File: src/rtl/hand_scorer.sv
//==============================================================================
// Module      : hand_scorer
// Description : Accumulates player/dealer card totals over a valid/ready card
//               stream and publishes soft/hard totals plus hand status flags.
// Revision    : 1.0 - initial release
//==============================================================================
`default_nettype none

module hand_scorer #(
    parameter int MAX_CARDS = 11,
    parameter int TOTAL_W   = 5
) (
    input  logic               clk,
    input  logic               reset,
    input  logic               new_hand,
    input  logic               card_valid,
    input  logic [3:0]         card_rank,
    input  logic               card_dest,
    output logic               card_ready,
    output logic               card_err,
    output logic [TOTAL_W-1:0] p_low,
    output logic [TOTAL_W-1:0] p_high,
    output logic [TOTAL_W-1:0] d_low,
    output logic [TOTAL_W-1:0] d_high,
    output logic [TOTAL_W-1:0] d_up,
    output logic [3:0]         p_cards,
    output logic [3:0]         d_cards,
    output logic               p_bust,
    output logic               d_bust,
    output logic               p_blackjack,
    output logic               d_blackjack
);

    localparam logic [TOTAL_W-1:0] c_SAT = '1;
    localparam logic [TOTAL_W-1:0] c_TEN = TOTAL_W'(10);
    localparam logic [TOTAL_W-1:0] c_BJ  = TOTAL_W'(21);
    localparam logic [3:0]         c_MAX = 4'(MAX_CARDS);

    typedef enum logic [0:0] {
        S_CLEAR = 1'b0,
        S_OPEN  = 1'b1
    } state_t;

    state_t                    state_q;
    logic [1:0][TOTAL_W-1:0]   low_q;
    logic [1:0][3:0]           cards_q;
    logic [1:0]                ace_q;
    logic [TOTAL_W-1:0]        up_q;
    logic                      err_q;

    logic [1:0][TOTAL_W-1:0]   high;
    logic [1:0]                bust;
    logic [1:0]                locked;
    logic [1:0]                bj;
    logic [3:0]                value;
    logic                      legal;
    logic [TOTAL_W-1:0]        low_d;
    logic [TOTAL_W-1:0]        up_d;
    logic                      accept;

    function automatic logic [TOTAL_W-1:0] sat_add(
        input logic [TOTAL_W-1:0] a,
        input logic [TOTAL_W-1:0] b
    );
        logic [TOTAL_W:0] s;
        s = {1'b0, a} + {1'b0, b};
        return s[TOTAL_W] ? c_SAT : s[TOTAL_W-1:0];
    endfunction

    always_comb begin
        legal = (card_rank >= 4'd1) && (card_rank <= 4'd13);
        if (card_rank == 4'd1) begin
            value = 4'd1;
        end else if (card_rank <= 4'd10) begin
            value = card_rank;
        end else begin
            value = 4'd10;
        end
        // The dealer up-card reports an ace at its soft value.
        up_d  = (card_rank == 4'd1) ? TOTAL_W'(11) : TOTAL_W'(value);
        low_d = sat_add(low_q[card_dest], TOTAL_W'(value));
    end

    for (genvar i = 0; i < 2; i++) begin : g_side
        assign high[i]   = ace_q[i] ? sat_add(low_q[i], c_TEN) : low_q[i];
        assign bust[i]   = low_q[i] > c_BJ;
        assign locked[i] = bust[i] || (cards_q[i] == c_MAX);
        assign bj[i]     = (cards_q[i] == 4'd2) && (high[i] == c_BJ);
    end

    assign card_ready = (state_q == S_OPEN) && !new_hand && !locked[card_dest];
    assign accept     = card_valid && card_ready && legal;

    always_ff @(posedge clk or posedge reset) begin
        if (reset) begin
            state_q <= S_CLEAR;
            low_q   <= '0;
            cards_q <= '0;
            ace_q   <= '0;
            up_q    <= '0;
            err_q   <= 1'b0;
        end else begin
            err_q <= card_valid && card_ready && !legal;
            case (state_q)
                S_CLEAR: begin
                    low_q   <= '0;
                    cards_q <= '0;
                    ace_q   <= '0;
                    up_q    <= '0;
                    state_q <= new_hand ? S_CLEAR : S_OPEN;
                end
                S_OPEN: begin
                    if (new_hand) begin
                        // Clear on the pulse edge so the next cycle already shows zeros.
                        low_q   <= '0;
                        cards_q <= '0;
                        ace_q   <= '0;
                        up_q    <= '0;
                        state_q <= S_CLEAR;
                    end else if (accept) begin
                        low_q[card_dest]   <= low_d;
                        cards_q[card_dest] <= cards_q[card_dest] + 4'd1;
                        if (card_rank == 4'd1) begin
                            ace_q[card_dest] <= 1'b1;
                        end
                        if (card_dest && (cards_q[1] == 4'd0)) begin
                            up_q <= up_d;
                        end
                    end
                end
                default: state_q <= S_CLEAR;
            endcase
        end
    end

    assign card_err    = err_q;
    assign p_low       = low_q[0];
    assign d_low       = low_q[1];
    assign p_high      = high[0];
    assign d_high      = high[1];
    assign d_up        = up_q;
    assign p_cards     = cards_q[0];
    assign d_cards     = cards_q[1];
    assign p_bust      = bust[0];
    assign d_bust      = bust[1];
    assign p_blackjack = bj[0];
    assign d_blackjack = bj[1];

endmodule

`default_nettype wire

File: config.mk
export PLATFORM = sky130hd
export DESIGN_NAME = hand_scorer
export DESIGN_NICKNAME = d
export VERILOG_FILES = /design/src/rtl/hand_scorer.sv
export SDC_FILE = /design/constraint.sdc
export NUM_CORES = 1
export LEC_CHECK = 0
export CORE_UTILIZATION = 30
export DETAILED_ROUTE_END_ITERATION = 7
export GPL_TIMING_DRIVEN = 1
export SETUP_SLACK_MARGIN = 0.5
export SYNTH_ARGS = -nofsm -noshare
export SYNTH_HDL_FRONTEND = slang
export SYNTH_SLANG_ARGS = --single-unit
File: constraint.sdc
create_clock -name clk -period 6.3 [get_ports clk]
set_clock_uncertainty 0.1 [all_clocks]
set_input_delay 1.26 -clock clk [delete_from_list [all_inputs] [get_ports clk]]
set_output_delay 1.26 -clock clk [all_outputs]
set_load 0.1 [all_outputs]
Word-level counts from Yosys, hierarchy flattened
Cells that the tools add are included.
{ "totals": {"regBits": 27, "inputBits": 9, "out_inout_bits": 39} }
{ "op_classes": {"add_sub_neg": 4, "order_cmp": 7, "n_eq_ne": 10, "mux": 37, "bitwise_logic": 2, "reduce_logical": 18} }
{ "op_table": {"columns": ["cell", "n"], "rows": [
  ["$mux W5", 11],
  ["$mux W4", 6],
  ["$mux W10", 2],
  ["$pmux W10 S2", 1],
  ["$mux W8", 2],
  ["$pmux W8 S2", 1],
  ["$add A5 B4 Y6 const B", 2],
  ["$bwmux W10", 1],
  ["$eq A5 B5 Y1 const B", 2],
  ["$gt A5 B5 Y1 const B", 2],
  ["$logic_and A1 B1 Y1", 10],
  ["$pmux W5 S2", 1],
  ["$ne A3 B2 Y1 const B", 3],
  ["$bwmux W8", 1],
  ["$eq A4 B2 Y1 const B", 2],
  ["$eq A4 B4 Y1 const B", 2],
  ["$le A4 B4 Y1 const B", 2],
  ["$add A5 B4 Y6", 1],
  ["$mux W2", 3],
  ["$demux W5 S1", 1],
  ["$add A4 B1 Y4 const B", 1],
  ["$demux W4 S1", 1],
  ["$eq A4 B1 Y1 const B", 1],
  ["$ge A4 B1 Y1 const B", 1],
  ["11 further kinds", 18]
]} }

Longest topological paths before layout
{ "depth": {"ltp_word": 11, "mapped_depth": 11, "mapped_depth_nobuf": 10} }

Least setup slack after synthesis
No wires, ideal clock.
{ "synth_timing": {"path_type": "register to output", "startpoint": "register low_q (netlist bit d_low[2])", "endpoint": "output d_blackjack", "arrival_time_ns": 6.515, "t_required_ns": 4.940, "slack_ns": -1.575, "path_stages_with_launch": 6, "path_buffers": 0, "cell_sequence": "dfrtp_1 -> ha_1 -> o21ai_0 -> a31oi_1 -> nand4_1 -> nor4b_1"} }
{ "synth_via": {"elab_chain_len": 5} }
{ "synth_lines": {"columns": ["item", "line", "rtl"], "rows": [
  ["start, declared", "45", "logic [1:0][TOTAL_W-1:0] low_q;"],
  ["start signal, assigned by index", "121", "low_q[card_dest] <= low_d;"],
  ["$add A5 B4 Y6", "66", "s = {1'b0, a} + {1'b0, b};"],
  ["$mux W5", "67", "return s[TOTAL_W] ? c_SAT : s[TOTAL_W-1:0];"],
  ["$mux W5 *", "85", "assign high[i] = ace_q[i] ? sat_add(low_q[i], c_TEN) : low_q[i];"],
  ["named net d_high[2]", "24", "output logic [TOTAL_W-1:0] d_high,"],
  ["$eq A5 B5 Y1 *", "88", "assign bj[i] = (cards_q[i] == 4'd2) && (high[i] == c_BJ);"],
  ["$logic_and A1 B1 Y1 *", "88", null],
  ["end, declared", "31", "output logic d_blackjack"]
]} }
The timed path passes the listed nets; every way through them passes the cells marked *.

Final worst setup path
{ "layout_timing": {"startpoint": "register low_q (netlist bit d_low[1])", "endpoint": "output d_blackjack"} }
{ "layout_via": {"elab_chain_len": 5} }
{ "layout_lines": {"columns": ["item", "line"], "rows": [
  ["$add A5 B4 Y6", "66"],
  ["$mux W5", "67"],
  ["$mux W5 *", "85"],
  ["$eq A5 B5 Y1 *", "88"],
  ["$logic_and A1 B1 Y1 *", "88"]
]} }
Every way passes the cells marked *; elsewhere a longest branch is shown, timed or not.

==> results.yml <==
run_status:
  outcome: "finished clean"
timing:
  rsz0062_at_grt: "no"
  hold_viol: 0
  period_minus_slack_ns: 4.452
  setup_tns_ns: 0
  slew_violations: 0
  setup_viol: 0
  slew_headroom_pct: 31.93
  worst_pin_slew_ns: 1.020
  fmax_mhz: 224.6
  period_share_pct: 70.67
yosys:
  synthCells: 220
  synth_edf_count: 0
  ys_ff_latch: 26
  synth.area.top_cells: "dfrtp_1, mux2i_1, ha_1"
  netlist_area_sq_um: 1952
  netlist.area_leader.share_pct: 33.33
  synth_fp_nets: 239
  synthArstFlopShare_pct: 100.0
  syn_area_per_cell_sq_um: 8.872
  yosys.area.top_type: "dfrtp_1"
  yosysWarnings: 0
  yosysMostFrequentCell: "nand2_1"
  ys.flop_type: "dfrtp_1"
  yosysSeqAreaShare_pct: 33.33
  synthDistinctLibCells: 48
  netlist_top_cells_count: "nand2_1, dfrtp_1, mux2i_1"
global_routing:
  overflow: 0
  grtUsageTotal_pct: 15.73
  grt_pass1_vias: 1671
  antenna_found_initial: 0
  grt_pass1_wl_um: 8224
  grt_max_degree: 27
worst_setup_path:
  reg2reg_depth: 8
  r2r-start: "p_low[1]$_DFFE_PP0P_"
  cp_data_arrival_time_ns: 3.09
  required_ns: 4.94
  crit_path_max_fanout: 9
  endpoint_kind: "output pin"
  rrSetupSlack_ns: 3.67
  cp-start-kind: "flop"
  cp_cell_sequence: "ha_1 -> o21ai_0 -> and3_1 -> a21oi_2 -> nor4b_2 -> clkdlybuf4s50_1"
  rr_endpoint: "p_low[4]$_DFFE_PP0P_"
  worst-setup-path-type: "reg -> out"
  slowest_stage: "clkdlybuf4s50_1"
  critPathMaxStageDelay_ns: 1.16
floorplanning:
  die_x_um: 82.66
  die_height_um: 82.66
  num_rows: 29
  pin_count: 48
  start_util_pct: 30.92
  core-area_sq_um: 6314
  die_area_sq_um: 6833
layout:
  num_antenna_cells: 0
  nets: 281
  areaGrowthSynthToFinish_pct: 31.86
  stdcell_count: 338
  final_area_sq_um: 2574
  regArea_sq_um: 655.6
  drive_gt1_share_pct: 12.64
  multi_input_area_sq_um: 1225
  nFillCells: 634
power:
  ir_worst_vdd_mv: 0.08839
  p_leak_nw: 1.063
  finalPower_mw: 0.3942
  power_density_nw_per_um2: 153.2
job:
  cap_viol_max_count: 0
route:
  dr.pass1.iters: 4
  ant_nets: 0
  wl_met3_um: 163
  wl_met2_um: 2373
  totalWireLength_um: 5013
  via_per_inst: 5.166
  drc: 0
  top_layer: "met4"
  drtIter0Drc: 97
  avgRoutedWirePerCell_um: 14.83
  vias: 1746
  drt-met1-wl_um: 2448
place:
  placed_area_sq_um: 2502
  io_buffers: 46
  gp_congestion: 0.9144
  dp_hpwl_um: 3871
  place_inst: 334
clock_network:
  cts-root-buf: "clkbuf_8"
  cts_tree: "built"
  cts_buffer_depth: 2
  htreeDepth: 1
  cts-resized-gates: 0
  cts_made_buffers: 3
  clk_latency_ns: 0.27
  postCtsSetupRepairBufs: 0
  cts_hold_buf: 0
  clk_pin_slew_ns: 0.09
  cts_sinks: 26
min_path:
  min_path_cells: 2
  hold_end: "d_up[0]$_DFFE_PP0P_"
  hp-class: "reg -> reg"
  min-delay-start: "d_up[0]$_DFFE_PP0P_"
[how the worst max path moves through the flow]
stage                    startpoint           to
3_5_place_dp              card_dest   card_ready
2_1_floorplan  p_low[2]$_DFFE_PP0P_   card_ready
5_1_grt        d_low[1]$_DFFE_PP0P_  d_blackjack
4_1_cts        d_low[2]$_DFFE_PP0P_  d_blackjack
3_3_place_gp              card_dest   card_ready
6_report       d_low[1]$_DFFE_PP0P_  d_blackjack
[cells in the final DEF, fill, tap and decap left out, types with 2 or more instances in the layout]
| cell | synthesis | routed |
|---|---|---|
| nand4_1 | 3 | 3 |
| o21bai_1 | 2 | 2 |
| and2_1 | 2 | 2 |
| nor2_1 | 11 | 11 |
| dfrtp_1 | 26 | 22 |
| mux2i_1 | 18 | 18 |
| xnor2_1 | 3 | 3 |
| mux2_2 | 8 | 8 |
| o41ai_1 | 2 | 2 |
| a21oi_1 | 13 | 12 |
| and4bb_2 | 2 | 2 |
| ha_1 | 9 | 9 |
| buf_4 | 1 | 2 |
| a31oi_1 | 3 | 2 |
| nor4_1 | 2 | 2 |
| a211oi_1 | 5 | 5 |
| o31ai_1 | 2 | 2 |
| nor3b_1 | 2 | 2 |
| clkdlybuf4s50_1 | 0 | 45 |
| nand3_1 | 6 | 6 |
| nor3_1 | 5 | 5 |
| or3_4 | 2 | 2 |
| o21ai_0 | 11 | 10 |
| nor2b_1 | 3 | 3 |
| clkbuf_8 | 0 | 3 |
| nand2b_1 | 2 | 2 |
| inv_1 | 16 | 16 |
| and3_1 | 3 | 3 |
| dfrtp_2 | 0 | 4 |
| nand2_1 | 30 | 30 |
[power breakdown]
group | internal (mW) | switching [mW] | total, mW
combinational | 0.0236 | 0.0581 | 0.0816
sequential | 0.169 | 0.00391 | 0.173
clock | 0.0850 | 0.0544 | 0.139
total | 0.278 | 0.116 | 0.394
[layout make-up]
| cell class | count | share of cell area (%) |
|---|---|---|
| Inverter | 16 | 2.333 |
| Sequential cell | 26 | 25.47 |
| Timing Repair Buffer | 47 | 18.08 |
| Clock buffer | 3 | 1.604 |
| Tap cell | 77 | 3.743 |
| Clock inverter | 1 | 1.167 |
| Multi-Input combinational cell | 168 | 47.59 |
[registers in the layout, indices dropped and copies added, names as in the netlist]
signal / cells
d_cards: 4
d_up: 4
p_low: 5
card_err: 1
ace_q: 2
state_q: 1
p_cards: 4
d_low: 5
[per-layer routing]
| metal | GRT usage [%] | vias up |
|---|---|---|
| met2 | 27.05 | 37 |
| met1 | 21.51 | 840 |
| met4 | 3.103 | 0 |
| met3 | 1.209 | 4 |
| li1 | - | 865 |
| met5 | 0 | - |
[cell families after synthesis]
group | count (synthesis) | synth area share, %
AOI/OAI and AO/OA | 44 | 13.91
xor gates and xnor gates | 3 | 1.346
adders and majority gates | 10 | 6.795
buffers and inverters | 26 | 5.385
DFF | 26 | 33.33
muxes | 26 | 13.85
other | 1 | 0.1921
and+or+nand+nor | 84 | 25.19
[through the flow]
step	hold WS [ns]	worst slack, ns	util [%]
2_1_floorplan	0.4189	0.5206	-
3_3_place_gp	0.4192	1.933	39.64
3_5_place_dp	0.4277	1.938	39.64
4_1_cts	0.4418	1.821	40.77
5_1_grt	0.4737	1.684	40.77
6_report	0.4336	1.848	40.77
[critical path: cells and delay by family (launching register included)]
family                     cells  cell delay (ns)
AOI/OAI and AO/OA              2             0.45
and+or+nand+nor                2             0.46
adders and majority gates      1             0.27
DFF                            1             0.47
buffers and inverters          1             1.16
No activity file was read; power rests on OpenSTA's default activity.
